### config.mk
export PLATFORM = sky130hd
export DESIGN_NAME = btn_debounce
export DESIGN_NICKNAME = d
export VERILOG_FILES = /design/src/rtl/seq_input_checker_btn_debounce.sv
export SDC_FILE = /design/constraint.sdc
export NUM_CORES = 1
export LEC_CHECK = 0
export ABC_AREA = 1
export CORE_MARGIN = 3
export CORE_UTILIZATION = 50
export CTS_CLUSTER_DIAMETER = 150
export DETAILED_ROUTE_END_ITERATION = 10
export PLACE_DENSITY = 0.79
export SETUP_SLACK_MARGIN = 0.5
export SLEW_MARGIN = 5
export SYNTH_ARGS = -nofsm -noshare
export SYNTH_HDL_FRONTEND = slang
export SYNTH_SLANG_ARGS = --single-unit
### constraint.sdc
create_clock -name clk_1 -period 0.84 [get_ports clk_1]
set_clock_uncertainty 0.05 [all_clocks]
set_input_delay 0.21 -clock clk_1 [delete_from_list [all_inputs] [get_ports clk_1]]
set_output_delay 0.21 -clock clk_1 [all_outputs]
set_load 0.1 [all_outputs]
### src/rtl/seq_input_checker_btn_debounce.sv
// rtl/seq_input_checker_btn_debounce.sv - per-bit 2-flop synchroniser plus stable-sample debounce
module btn_debounce #(
   parameter int W          = 8,
   parameter int DEB_CYCLES = 4
) (
   input  logic         clk_1,
   input  logic         rst,
   input  logic [W-1:0] raw,
   output logic [W-1:0] stable
);

   localparam int CW = $clog2(DEB_CYCLES + 1);

   logic [W-1:0]  meta;
   logic [W-1:0]  sync;
   logic [CW-1:0] cnt [W];

   // A bit flips only after DEB_CYCLES consecutive synchronised samples disagree with it.
   always_ff @(posedge clk_1 or negedge rst) begin
      if (!rst) begin
         meta   <= '0;
         sync   <= '0;
         stable <= '0;
         for (int i = 0; i < W; i++) cnt[i] <= '0;
      end else begin
         meta <= raw;
         sync <= meta;
         for (int i = 0; i < W; i++) begin
            if (sync[i] == stable[i]) begin
               cnt[i] <= '0;
            end else if (cnt[i] == CW'(DEB_CYCLES - 1)) begin
               stable[i] <= sync[i];
               cnt[i]    <= '0;
            end else begin
               cnt[i] <= cnt[i] + 1'b1;
            end
         end
      end
   end

endmodule

==> summary.md <==
| Metric | Value |
|---|---|
| Outcome | finished with violations |
| Violated checks | hold timing, setup timing |
| Kind of critical path | reg2out |
| Post-DP HPWL | 1890 um |
| Die Y | 67.7 um |
| CP arrival | 0.98 ns |
| Fraction of synthesized area in multiplexers | 0% |
| Gr usage total | ~15% |
| Post-synthesis compound-gate area fraction | 0% |
| Crit share post-route | 148% |
| XOR/XNOR Fraction of Synth Area | 0% |
| Initial Util | around 54% |
| Final antenna-violating net count | 0 |
| Std-Cell Rows | 21 |
| Clk network pwr share | 17.5% |
| Pwr dens | between 3000 and 4000 nW/um^2 |
| Hold Vio Cnt, Final | 48 |
| Slew HR | 83.9% |
| Worst path top cell family by delay | flip-flops |
| Finished Cell Area | ~2600 um^2 |
| Share of layout cells above drive strength 1 | 35.7% |
| WP buf/inv | 1 |
| First-pass GRT wire length | 5020 um |
| Sequential element share of the synthesized area | 63.1% |
| Maximum vdd drop | 0.00228 V |
| Reg clk slew, reported paths | about 0.090 ns |
| CP max FO | 2 |
| Synth Area in Adders | under 10% |
| WL final | around 2800 um |
| DR WL/cell | 9.84 um |
| Worst reg-to-reg setup slack | -0.26 ns |
| Pleak | between 1 and 1.5 nW |
| Drt first pass iters | 4 |
| Internal | 5.64 mW |
| Simple-Gate Fraction of Synth Area | 23.2% |
| HP Class | in2async |
| Core area | 3490 um^2 |
| Area delta synth->final | 35.0% |
| Yosys Warn Count | 0 |
| TNS Setup | -8.50 ns |
| Comb pwr share | 46.3% |
| Routability cong. | 0.773 |
| Final setup viols | 40 |
| WHS | -0.175 ns |
| Share of the synthesized area in the top cell type | 63.1% |
| Initial antenna violation count | 0 |
| Fill cell count | about 240 |
| Vias in the first global route | 1,259 |
| Cells along the critical path | buf_12 |
| TritonCTS Buffers | 5 |
| N_diodes | 0 |
| DRT iter0 DRCs | 43 |
| Largest net degree at the start of global routing | 49 |
| Sw Share | 39.2% |
| CTS tree | yes |
| Overall power | a little over 9 mW |
| Mapped Nets | roughly 220 |
| Port Buf Inserts | 17 |
| Avg Inst Size Synth | 9.52 um^2 |
| Mapped cell area | 1900 um^2 |
| Slew @ Worst Pin | 0.241 ns |
| Root buf cell | clkbuf_8 |
| RSZ-0062 raised after global routing | true |
| Gr ovfl total | 0 |
| Worst Path Required | 0.58 ns |
| Cell taking the most area after synthesis | dfrtp_1 |
| Total Nets Final | 258 |
| Slowest CP cell | dfrtp_4 |
| Utilization after layout | 73.6% |
| Net Sw Power | 3.64 mW |
| DIE AREA | between 4000 and 5000 um^2 |
| Crit. End Element | primary output |
| Synth Instances | 200 |
| Main combinational cell family by area after synthesis | simple AND/OR/NAND/NOR gates |
| H-tree Lvls | 2 |
| # DRC | 0 |
| Cell variety after synth | 7 |
| DP Area | 2260 um^2 |
| Clock sinks | 48 |
| Fmax | about 810 MHz |
| Die width | around 68 um |
| CP startpoint kind | register |
| Max Slew Vio Count | 0 |
| Via density per instance | 4.45 |
| Sequential power share | 36.2% |
| Top post-synthesis cells by area | dfrtp_1 63%, nand2_1 9.5%, inv_1 8.5% |
| Vias | ~1,300 |
| Flops & latches, synth | 48 |
| Ports | 18 |
| Clock buffer depth | 2 |
| Worst setup margin | -0.399 ns |
| Clk_lat worst skew | 0.30 ns |
| Place WS | -0.180 ns |
| Max cap viols | 0 |
| Slowest stage delay, CP | approximately 0.5 ns |
| Final min period | 1.24 ns |
-- placed cells by master (no fill, tap or decap), drive strengths merged --
cell,synthesis,routed
nand2,69,69
dlygate4sd2,0,8
bufinv,0,1
ha,8,8
nor2,24,24
inv,43,43
buf,0,25
clkinv,0,1
clkinvlp,0,1
nand3,8,8
dfrtp,48,48
clkbuf,0,5
-- worst reg2reg max path, stage by stage, from the launching register on --
cell     delay [ns]
dfrtp_4        0.49
buf_4          0.14
buf_6          0.11
inv_2          0.04
nand2_2        0.04
nand2_2        0.08
nor2_1         0.05
-- synthesized netlist by cell type (all sizes together) --
cell	n
inv	43
dfrtp	48
nand3	8
ha	8
nor2	24
nand2	69
-- through the flow --
| step | cells | hold slack, ns |
|---|---|---|
| floorplan | 200 | -0.136 |
| global placement | 264 | 0.160 |
| detailed placement | 264 | 0.163 |
| CTS | 280 | -0.173 |
| global route | 287 | -0.169 |
| finish | 287 | -0.175 |
-- sequential cells by signal, indices dropped and copies added, names as in the netlist --
| name | flops |
|---|---|
| stable | 8 |
| cnt | 24 |
| meta | 8 |
| sync | 8 |
-- worst paths after layout --
path / cells after the start / from / to
setup / recovery: 1 / stable[7] / stable[7]
hold / removal: 2 / rst / sync[3]
setup reg to reg: 6 / stable[1] / cnt[19]
hold reg to reg: 0 / meta[7] / sync[7]
max in group asynchronous: 2 / rst / stable[0]
min in group clk_1: 1 / raw[3] / meta[3]
-- power groups by stage --
| stage | logic (mW) | clock network [mW] | registers (mW) |
|---|---|---|---|
| floorplan | 1.24 | 0 | 4.54 |
| global placement | 3.43 | 0 | 3.43 |
| detailed placement | 3.53 | 0 | 3.46 |
| CTS | 3.96 | 1.67 | 3.31 |
| global route | 4.71 | 1.79 | 3.42 |
| finish | 4.30 | 1.62 | 3.36 |
-- metal layers --
layer  part of all wire, %  GRT usage, %
met2                    53          25.8
met3                   3.8          5.99
met1                    41          16.5
met4                   1.9          6.84
met5                     0             0
-- logic make-up (layout without fill, tap and decap cells) --
| logic type | count (synthesis) | after routing |
|---|---|---|
| flip-flops | 48 | 48 |
| AND/OR/NAND/NOR | 101 | 101 |
| buffers and inverters | 43 | 84 |
| adder cells (fa/ha/maj) | 8 | 8 |
-- cell type report --
| type | instances | area, um^2 | share of cell area, % |
|---|---|---|---|
| inverters | 43 | 161 | 6.28 |
| repair buffers | 33 | 383 | 14.9 |
| flip-flops and latches | 48 | 1230 | 47.9 |
| well taps | 46 | 57.6 | 2.24 |
| clock buffers | 5 | 68.8 | 2.68 |
| multi-input cells | 109 | 627 | 24.4 |
| clock inverters | 3 | 42.5 | 1.65 |
-- what timing repair did --
action / CTS / global route
pin swaps: 5 / 6
hold endpoints to repair: 48 / 48
buffers inserted: 8 / 7
resized for setup: 21 / 13
endpoints found under the setup margin: 56 / 48
Power figures use the tool's default switching activity.
